--- config.mk ---
export PLATFORM = sky130hd
export DESIGN_NAME = ps2_scancode_mmio_flat
export DESIGN_NICKNAME = d
export VERILOG_FILES = /design/src/rtl/kb_pkg.sv /design/src/rtl/ps2_scancode_mmio_if.sv /design/src/rtl/sync_fifo.sv /design/src/rtl/ps2_scancode_mmio.sv /design/src/flat_wrapper.sv
export SDC_FILE = /design/constraint.sdc
export NUM_CORES = 1
export LEC_CHECK = 0
export BUFFER_PORTS_ARGS = -buffer_cell sky130_fd_sc_hd__clkbuf_2
export CAP_MARGIN = 20
export CORE_UTILIZATION = 55
export CTS_BUF_LIST = sky130_fd_sc_hd__clkbuf_4 sky130_fd_sc_hd__clkbuf_8 sky130_fd_sc_hd__clkbuf_16
export DETAILED_ROUTE_END_ITERATION = 12
export HOLD_SLACK_MARGIN = 0.05
export MAX_ROUTING_LAYER = met4
export PLACE_DENSITY = 0.73
export SLEW_MARGIN = 25
export SYNTH_ARGS = -nofsm -noshare
export SYNTH_HDL_FRONTEND = slang
export SYNTH_SLANG_ARGS = --single-unit
--- constraint.sdc ---
create_clock -name clk -period 4 [get_ports clk]
set_input_delay 0.6 -clock clk [delete_from_list [all_inputs] [get_ports clk]]
set_output_delay 0.6 -clock clk [all_outputs]
set_load 0.005 [all_outputs]
--- src/rtl/kb_pkg.sv ---
// Shared definitions for the PS/2 scan-code receiver: register map,
// STATUS bit positions, receive FSM states and the parity helper.
package kb_pkg;

  // Register select values, taken from mem_addr[3:2].
  localparam logic [1:0] REG_DATA   = 2'd0;
  localparam logic [1:0] REG_STATUS = 2'd1;
  localparam logic [1:0] REG_CLEAR  = 2'd2;
  localparam logic [1:0] REG_RSVD   = 2'd3;

  localparam int ST_EMPTY   = 0;
  localparam int ST_FULL    = 1;
  localparam int ST_FRM_ERR = 2;
  localparam int ST_PAR_ERR = 3;
  localparam int ST_OVF     = 4;

  typedef enum logic [1:0] {
    IDLE,
    DATA,
    PARITY,
    STOP
  } rx_state_t;

  // PS/2 uses odd parity: data bits plus parity bit hold an odd number of ones.
  function automatic logic odd_parity_ok(input logic [7:0] d, input logic p);
    return ^{d, p};
  endfunction

endpackage

--- src/rtl/ps2_scancode_mmio_if.sv ---
// Keyboard register port between the memory controller (master) and the
// PS/2 receiver (slave). Read-only: strobe, byte offset, combinational data.
interface ps2_scancode_mmio_if;
  logic        mem_read;
  logic [7:0]  mem_addr;
  logic [31:0] mem_rdata;

  modport master (output mem_read, output mem_addr, input mem_rdata);
  modport slave  (input mem_read, input mem_addr, output mem_rdata);
endinterface

--- src/rtl/sync_fifo.sv ---
// Single-clock FIFO with first-word fall-through head. A push while full is
// accepted only when a pop happens in the same cycle.
module sync_fifo #(
  parameter int WIDTH = 8,
  parameter int DEPTH = 16
) (
  input  logic                     clk,
  input  logic                     reset_n,
  input  logic                     push,
  input  logic [WIDTH-1:0]         push_data,
  input  logic                     pop,
  output logic [WIDTH-1:0]         head,
  output logic                     full,
  output logic                     empty,
  output logic [$clog2(DEPTH):0]   count
);

  localparam int AW = $clog2(DEPTH);

  logic [WIDTH-1:0] mem [DEPTH];
  logic [AW-1:0]    wr_ptr, rd_ptr;
  logic             wr_en, rd_en;

  assign empty = (count == '0);
  assign full  = (count == (AW+1)'(DEPTH));
  assign rd_en = pop & ~empty;
  assign wr_en = push & (~full | rd_en);
  assign head  = mem[rd_ptr];

  // NOTE: storage is not reset; count/pointers alone define which entries are valid.
  always_ff @(posedge clk) begin
    if (wr_en) mem[wr_ptr] <= push_data;
  end

  always_ff @(posedge clk or negedge reset_n) begin
    if (!reset_n) begin
      wr_ptr <= '0;
      rd_ptr <= '0;
      count  <= '0;
    end else begin
      if (wr_en) wr_ptr <= wr_ptr + 1'b1;
      if (rd_en) rd_ptr <= rd_ptr + 1'b1;
      case ({wr_en, rd_en})
        2'b10:   count <= count + 1'b1;
        2'b01:   count <= count - 1'b1;
        default: count <= count;
      endcase
    end
  end

endmodule

--- src/rtl/ps2_scancode_mmio.sv ---
// PS/2 device-to-host receiver: pin synchronisers, clock glitch filter, frame
// FSM, scan-code FIFO and the CPU-readable DATA/STATUS/CLEAR registers.
module ps2_scancode_mmio
  import kb_pkg::*;
#(
  parameter int FIFO_DEPTH  = 16,
  parameter int FILTER_LEN  = 8,
  parameter int TIMEOUT_CYC = 200000
) (
  input  logic               clk,
  input  logic               reset_n,
  input  logic               ps2_clk,
  input  logic               ps2_data,
  ps2_scancode_mmio_if.slave bus
);

  localparam int CW    = $clog2(FIFO_DEPTH) + 1;
  localparam int FLT_W = $clog2(FILTER_LEN + 1);
  localparam int TO_W  = $clog2(TIMEOUT_CYC + 1);

  logic [1:0]       clk_sync, data_sync;
  logic             flt_clk, flt_clk_q, fall, data_s;
  logic [FLT_W-1:0] flt_cnt;

  rx_state_t        state, state_n;
  logic [2:0]       bit_cnt;
  logic [7:0]       shreg;
  logic             par_bit;
  logic [TO_W-1:0]  to_cnt;
  logic             timed_out, push, set_par, set_frm;

  logic             mem_read_q, rd_rise, pop, clr;
  logic             ovf, par_err, frm_err;
  logic [7:0]       head;
  logic             full, empty;
  logic [CW-1:0]    count;
  logic [31:0]      status_word;
  logic             unused_addr;

  // NOTE: clocked state uses non-blocking assignments so every register samples pre-edge values.
  always_ff @(posedge clk or negedge reset_n) begin
    if (!reset_n) begin
      clk_sync  <= 2'b11;
      data_sync <= 2'b11;
    end else begin
      clk_sync  <= {clk_sync[0], ps2_clk};
      data_sync <= {data_sync[0], ps2_data};
    end
  end

  // The filtered clock follows the pin only after FILTER_LEN consecutive differing samples.
  always_ff @(posedge clk or negedge reset_n) begin
    if (!reset_n) begin
      flt_clk   <= 1'b1;
      flt_clk_q <= 1'b1;
      flt_cnt   <= '0;
    end else begin
      flt_clk_q <= flt_clk;
      if (clk_sync[1] == flt_clk) begin
        flt_cnt <= '0;
      end else if (flt_cnt == FLT_W'(FILTER_LEN - 1)) begin
        flt_clk <= clk_sync[1];
        flt_cnt <= '0;
      end else begin
        flt_cnt <= flt_cnt + 1'b1;
      end
    end
  end

  assign fall      = flt_clk_q & ~flt_clk;
  assign data_s    = data_sync[1];
  assign timed_out = (state != IDLE) && !fall && (to_cnt == TO_W'(TIMEOUT_CYC - 1));

  // NOTE: every always_comb output gets a default first so no path infers a latch.
  always_comb begin
    state_n = state;
    push    = 1'b0;
    set_par = 1'b0;
    set_frm = 1'b0;
    if (timed_out) begin
      state_n = IDLE;
      set_frm = 1'b1;
    end else if (fall) begin
      case (state)
        IDLE:    if (!data_s) state_n = DATA;
        DATA:    if (bit_cnt == 3'd7) state_n = PARITY;
        PARITY:  state_n = STOP;
        STOP: begin
          state_n = IDLE;
          if (!data_s)                            set_frm = 1'b1;
          else if (!odd_parity_ok(shreg, par_bit)) set_par = 1'b1;
          else                                     push    = 1'b1;
        end
        default: state_n = IDLE;
      endcase
    end
  end

  always_ff @(posedge clk or negedge reset_n) begin
    if (!reset_n) begin
      state   <= IDLE;
      bit_cnt <= '0;
      shreg   <= '0;
      par_bit <= 1'b0;
      to_cnt  <= '0;
    end else begin
      state <= state_n;
      if (state == IDLE || fall) to_cnt <= '0;
      else                       to_cnt <= to_cnt + 1'b1;
      if (fall) begin
        case (state)
          IDLE:    bit_cnt <= '0;
          DATA: begin
            shreg   <= {data_s, shreg[7:1]};
            bit_cnt <= bit_cnt + 1'b1;
          end
          PARITY:  par_bit <= data_s;
          default: ;
        endcase
      end
    end
  end

  sync_fifo #(.WIDTH(8), .DEPTH(FIFO_DEPTH)) u_fifo (
    .clk       (clk),
    .reset_n   (reset_n),
    .push      (push),
    .push_data (shreg),
    .pop       (pop),
    .head      (head),
    .full      (full),
    .empty     (empty),
    .count     (count)
  );

  assign rd_rise     = bus.mem_read & ~mem_read_q;
  assign pop         = rd_rise && (bus.mem_addr[3:2] == REG_DATA) && !empty;
  assign clr         = rd_rise && (bus.mem_addr[3:2] == REG_CLEAR);
  assign unused_addr = ^{bus.mem_addr[7:4], bus.mem_addr[1:0]};

  // A new error in the same cycle as a CLEAR read survives the clear.
  always_ff @(posedge clk or negedge reset_n) begin
    if (!reset_n) begin
      mem_read_q <= 1'b0;
      ovf        <= 1'b0;
      par_err    <= 1'b0;
      frm_err    <= 1'b0;
    end else begin
      mem_read_q <= bus.mem_read;
      ovf        <= (ovf & ~clr) | (push & full & ~pop);
      par_err    <= (par_err & ~clr) | set_par;
      frm_err    <= (frm_err & ~clr) | set_frm;
    end
  end

  assign status_word = {16'b0, 8'(count), 3'b0, ovf, par_err, frm_err, full, empty};

  always_comb begin
    bus.mem_rdata = '0;
    if (bus.mem_read) begin
      case (bus.mem_addr[3:2])
        REG_DATA:   bus.mem_rdata = {23'b0, ~empty, (empty ? 8'h00 : head)};
        REG_STATUS: bus.mem_rdata = status_word;
        REG_CLEAR:  bus.mem_rdata = status_word;
        default:    bus.mem_rdata = '0;
      endcase
    end
  end

endmodule
--- src/flat_wrapper.sv ---
// flat-port wrapper written by rule: the top's interface ports become plain ports
module ps2_scancode_mmio_flat import kb_pkg::*;
#(
  parameter int FIFO_DEPTH  = 16,
  parameter int FILTER_LEN  = 8,
  parameter int TIMEOUT_CYC = 200000
)
  (clk, reset_n, ps2_clk, ps2_data, bus_mem_read, bus_mem_addr, bus_mem_rdata);
  ps2_scancode_mmio_if bus_i ();
  input  logic clk;
  input  logic reset_n;
  input  logic ps2_clk;
  input  logic ps2_data;
  input wire logic [$bits(bus_i.mem_read)-1:0] bus_mem_read;
  input wire logic [$bits(bus_i.mem_addr)-1:0] bus_mem_addr;
  output wire logic [$bits(bus_i.mem_rdata)-1:0] bus_mem_rdata;
  assign bus_i.mem_read = bus_mem_read;
  assign bus_i.mem_addr = bus_mem_addr;
  assign bus_mem_rdata = bus_i.mem_rdata;
  ps2_scancode_mmio #(.FIFO_DEPTH(FIFO_DEPTH), .FILTER_LEN(FILTER_LEN), .TIMEOUT_CYC(TIMEOUT_CYC)) u_core (.clk(clk), .reset_n(reset_n), .ps2_clk(ps2_clk), .ps2_data(ps2_data), .bus(bus_i));
endmodule
==> Word-level counts from Yosys, hierarchy flattened <==
Memory sizes are Yosys's and may differ from the RTL's.
Index checks and enable logic that the tools add are counted.
{ "word_totals": {"latchBits": 0, "in_bits": 13, "word_cells": 110, "rom_bits": 0, "memories": 1, "out_inout_bits": 32, "mem_bits_rw": 128, "ff_bits": 59} }
{ "memory_table": {"columns": ["memory", "depth", "word_bits", "read_ports", "rd_clocked_by_memory_dff", "write_ports", "line_no", "source"], "rows": [
  ["u_core.u_fifo.mem", 16, 8, 1, 0, 1, "sync_fifo.sv:20", "logic [WIDTH-1:0] mem [DEPTH];"]
]} }
{ "op_classes": {"n_mul": 0, "n_div": 0, "addsub": 7, "magnitude_cmp": 0, "bitwise_logic": 20, "reduce_logical": 22, "muxes": 29, "shift": 0, "n_eq_ne": 14} }
{ "op_table": {"columns": ["cell", "count"], "rows": [
  ["$pmux W13 S2", 1],
  ["$add A18 B1 Y18 const B", 1],
  ["$eq A18 B18 Y1 const B", 1],
  ["$mux W18", 1],
  ["$mux W1", 16],
  ["$mux W13", 1],
  ["$add A4 B1 Y4 const B", 3],
  ["$pmux W5 S2", 1],
  ["$and A1 B1 Y1", 9],
  ["$reduce_xor A9 Y1", 1],
  ["$eq A2 B2 Y1 const B", 4],
  ["$mux W2", 4],
  ["$mux W4", 2],
  ["$mux W8", 1],
  ["$pmux W2 S4", 1],
  ["$reduce_and A2 Y1", 4],
  ["$reduce_bool A2 Y1", 4],
  ["$not A1 Y1", 7],
  ["$eq A2 B1 Y1 const B", 3],
  ["$pmux W3 S2", 1],
  ["$add A5 B1 Y5 const B", 1],
  ["$eq A5 B5 Y1 const B", 1],
  ["$logic_and A1 B1 Y1", 5],
  ["$logic_not A5 Y1", 1],
  ["other kinds (13)", 18]
]} }

==> Longest topological paths before layout <==
{ "logic_depth": {"word_depth": 9, "ltp_mapped": 14, "mapped_depth_nobuf": 14} }

==> Cells and area by module <==
Synthesis repeated with hierarchy kept, for this count alone.
{ "hier_totals": {"hier_cells": 544, "area_unflattened_um2": 8346.8} }
{ "by_module_without_submodules": {"columns": ["mod", "seq_area_each_um2", "area_per_inst_um2", "cells_each", "n_inst"], "rows": [
  ["sync_fifo", 4169.0, 5849.4, 306, 1],
  ["ps2_scancode_mmio", 1158.6, 2497.4, 238, 1]
]} }

==> Least setup slack after synthesis <==
OpenSTA, ideal clock, no wires.
{ "synth_timing": {"path_type": "reg2reg", "start": "register u_core.shreg[0]", "end": "register u_core.u_fifo.count[4]", "setup_ns": 0.080, "path_buffers": 0, "setup_slack_ns": 0.994, "required_time_ns": 3.920, "stages_incl_launch_ff": 12, "t_arrival_ns": 2.926, "period_less_slack_ns": 3.006, "cell_sequence": "dfrtp_1 > xor3_1 > a311o_1 > mux2i_4 > inv_1 > ha_1 > ha_1 > nor2b_1 > o21ai_0 > a21oi_1 > nor3_1 > xnor2_1"} }
{ "synth_via": {"elab_chain_cells": 9, "elab_cells_between_ends": 11, "cone_classes": "2 x eq/ne; 6 x mux; 1 x bitwise; 2 x reduce/logical"} }
{ "synth_lines": {"columns": ["item", "line_no", "source"], "rows": [
  ["start: declaration", "ps2_scancode_mmio.sv:27", "logic [7:0] shreg;"],
  ["start signal: assignment", "ps2_scancode_mmio.sv:114", "shreg <= {data_s, shreg[7:1]};"],
  ["$reduce_xor A9 Y1 *", "kb_pkg.sv:26", "return ^{d, p};"],
  ["$mux W1 *", "ps2_scancode_mmio.sv:91", "else if (!odd_parity_ok(shreg, par_bit)) set_par = 1'b1;"],
  ["$mux W1 *", "ps2_scancode_mmio.sv:90", "if (!data_s) set_frm = 1'b1;"],
  ["$mux W1 *", "ps2_scancode_mmio.sv:84", "case (state)"],
  ["$mux W1 *", "ps2_scancode_mmio.sv:83", "end else if (fall) begin"],
  ["$mux W1 *", "ps2_scancode_mmio.sv:80", "if (timed_out) begin"],
  ["$and A1 B1 Y1 *", "sync_fifo.sv:27", "assign wr_en = push & (~full | rd_en);"],
  ["$eq A2 B1 Y1 / $eq A2 B2 Y1 (equally long branches)", "sync_fifo.sv:43", "case ({wr_en, rd_en})"],
  ["$pmux W5 S2 / $reduce_bool A2 Y1 (equally long branches)", null, null],
  ["end signal: assignment", "sync_fifo.sv:44", "2'b10: count <= count + 1'b1;"],
  ["end signal: assignment", "sync_fifo.sv:45", "2'b01: count <= count - 1'b1;"],
  ["end signal: assignment", "sync_fifo.sv:46", "default: count <= count;"],
  ["end: declaration", "sync_fifo.sv:15", "output logic [$clog2(DEPTH):0] count"]
]} }
Every way passes the cells marked *; elsewhere a longest branch is shown, timed or not.
A chain may end at the register's enable or synchronous reset.

==> Final worst setup path <==
{ "layout_timing": {"start": "register u_core.shreg[5]", "end": "register u_core.u_fifo.count[4]"} }
The elaborated chain is that of the path after synthesis.

==> flow_summary.ini <==
[synthesis]
synthCells = 519
synth_ff_type = edfxtp_1
ys_seq_elements = 187
syn-cell-area_sq_um = 8105
synth_top_family_by_area = multiplexers
synth_compound_area_frac = 0.04322
yosysUniqueCellTypes = 56
syn_avg_cell_area_sq_um = 15.62
synthMuxAreaShare = 0.1107
seq_area_frac_synth = 0.6573
synth_fa_ha_area_frac = 0.03489
yosys.area_share.simple = 0.08043
synth_edf_count = 128
yosys_warnings = 0
synth_xor_area_frac = 0.03813
synthArstFlopShare = 0.3155

[timing]
final_max_slew_viol_count = 0
tightest_slew_ns = 0.8995
timing.setup.tns_ns = 0
finalHoldViolations = 0
period_needed_ns = 3.416
rsz0062_at_grt = no
finalSetupViolations = 0
skew_ns = 0.01186
clock.fmax_mhz = 292.7
fin_ws_ns = 0.5838
max_slew_margin = 0.4003
post-route-period-util = 0.8541

[die]
die_height_um = 123.4
die_x_um = 123.4
placementRows = 43
initial_core_util = 0.5728
ios = 45
core_area_sq_um = 14150
die_area_sq_um = 15230

[clock_tree]
clk_latency_ns = 0.43
cts_root_buf = clkbuf_16
cts_buffer_depth = 2
cts_inserted_buffers = 17
cts_resized = 0
cts_setup_buffers = 0
clk_pin_slew_worst_paths_ns = 0.06
cts_hold_buf = 0
cts_tree = yes
h-tree-depth = 4
clkSinkCount = 187

[placement]
port_buffers = 19
pre_cts_ws_ns = 0.6162
routabilityCongestion = 0.8178
dp_hpwl_mm = 10.10
place_area_sq_um = 8411

[routing]
wl_mm = 15.22
first_pass_iters = 5
drtIter0Drc = 416
drc = 0
via_count = 4380
wl_per_cell_um = 20.27
drtAntennaViolNets = 0
drt-vias-per-instance = 5.832

[global_route]
antenna_found_initial = 0
grt_pass1_vias = 4428
grt_usage = 0.2268
grt_max_degree = 41
grt.overflow.total = 0
grt_pass1_wl_mm = 23.78

[hold_path]
hp-class = input pin to flop

[power]
cellPowerDensity_nw_per_um2 = 557.3
peakVddDrop_uv = 285.4
p_total_w = 0.005040
p_leak_nw = 3.415

[critical_path]
required_ns = 4.35
crit_fanout = 19
worstPathArrival_ns = 3.76
critPathLaunchType = flop
crit_type = flop to flop
crit_path_end_kind = flop

[flow_run]
cap_violations = 0

[final_layout]
nFillCells = 996
area_delta_synth_final_pct = 11.58
regArea_sq_um = 5329
stdcell_area_sq_um = 9044
mostFrequentLayoutCells = 128 x edfxtp_1, 52 x dfrtp_1, 38 x nor2_1
multi_input_area_sq_um = 2562
fin_util = 0.6391
fin_nets = 593
final_common_cell = edfxtp_1
drive_gt1_frac = 0.2259
antennaDiodeCount = 0

[status]
status = completed
==> path summary, 6_finish.rpt <==
kind | from | endpoint | slack, ns | cells past startpoint
setup / recovery | u_core.shreg[5] | u_core.u_fifo.count[4] | 0.58 | 11
hold / removal | ps2_data | u_core.data_sync[0] | 0.25 | 1
setup reg to reg | u_core.shreg[5] | u_core.u_fifo.count[4] | 0.58 | 11
hold reg to reg | u_core.data_sync[0] | u_core.data_sync[1] | 0.36 | 0
max in group asynchronous | reset_n | u_core.shreg[5] | 2.90 | 2
min in group asynchronous | reset_n | u_core.to_cnt[15] | 0.30 | 1
==> area by class of cell <==
cell class	count	area share
Sequential cell	187	0.5892
Multi-Input combinational cell	299	0.2833
Clock buffer	27	0.06129
Timing Repair Buffer	38	0.02629
Tap cell	180	0.02490
Clock inverter	5	0.008716
Inverter	15	0.006226
==> logic make-up after synthesis <==
| group | after synthesis |
|---|---|
| buffers and inverters | 51 |
| adders and majority gates | 22 |
| xor gates and xnor gates | 32 |
| AOI/OAI and AO/OA | 49 |
| DFF | 187 |
| other | 1 |
| and+or+nand+nor | 130 |
| muxes | 47 |
==> Yosys cell counts (2+ instances only) <==
library cell | number | area (sq um)
a22o_1 | 5 | 43.79
nor3_1 | 12 | 60.06
or4_4 | 2 | 22.52
o21ai_1 | 2 | 10.01
o21ai_0 | 13 | 65.06
nand4_1 | 6 | 37.54
mux2_2 | 11 | 123.9
dfrtp_1 | 53 | 1326
a211oi_1 | 6 | 45.04
buf_2 | 4 | 20.02
o211ai_1 | 3 | 22.52
clkbuf_1 | 8 | 30.03
a221oi_1 | 5 | 43.79
and4b_1 | 3 | 30.03
mux4_2 | 32 | 720.7
nand2b_1 | 2 | 12.51
inv_1 | 15 | 56.30
dfstp_2 | 6 | 157.7
buf_1 | 2 | 7.510
and3_1 | 7 | 43.79
nand3_1 | 7 | 35.03
or3_1 | 2 | 12.51
xor2_1 | 10 | 87.58
a21oi_1 | 5 | 25.02
buf_4 | 21 | 157.7
a32o_1 | 3 | 30.03
nand2_1 | 31 | 116.4
edfxtp_1 | 128 | 3844
ha_1 | 21 | 262.8
xnor2_1 | 20 | 175.2
o22ai_1 | 2 | 12.51
nor2b_1 | 8 | 50.05
nand3b_1 | 2 | 15.01
mux2i_1 | 3 | 30.03
nor2_1 | 38 | 142.6
==> metrics by stage <==
| stage | hold WS [ns] | std cells |
|---|---|---|
| final | 0.2521 | 751 |
| after floorplan | 0.3044 | 537 |
| after global routing | 0.2388 | 751 |
| after CTS | 0.2377 | 751 |
| after detailed placement | 0.3475 | 719 |
| after global placement | 0.3464 | 719 |
==> report_power, final <==
group / switching (W) / internal, W / leakage, nW
clock network: 0.000669 / 0.00108 / 0.319
registers: 0.000231 / 0.00218 / 1.97
logic: 0.000448 / 0.000431 / 1.13
total: 0.00135 / 0.00369 / 3.42
==> layer usage <==
metal / vias to the layer above / wire, um / track usage / share of wire
li1: 1991 / - / - / -
met1: 2221 / 6554 / 0.2900 / 0.43
met2: 143 / 7412 / 0.3541 / 0.49
met3: 25 / 940 / 0.04659 / 0.062
met4: 0 / 315 / 0.09789 / 0.021
met5: - / 0 / - / 0
==> worst max-delay path, cell delays in order (launching register included) <==
cell	delay [ns]
dfrtp_1	0.74
xnor2_1	0.19
xnor3_1	0.46
mux2i_4	0.44
inv_1	0.09
ha_1	0.27
ha_1	0.34
nor2b_1	0.14
o21ai_0	0.21
a21oi_1	0.10
nor3_1	0.21
xnor2_1	0.15
==> registers in the layout, indices dropped and copies added (netlist names), 2 cells and up <==
| name | cells |
|---|---|
| u_core.u_fifo.mem | 128 |
| u_core.to_cnt | 18 |
| u_core.shreg | 8 |
| u_core.u_fifo.count | 5 |
| u_core.flt_cnt | 4 |
| u_core.u_fifo.rd_ptr | 4 |
| u_core.u_fifo.wr_ptr | 4 |
| u_core.bit_cnt | 3 |
| u_core.clk_sync | 2 |
| u_core.data_sync | 2 |
| u_core.state | 2 |
Power figures use the tool's default switching activity.
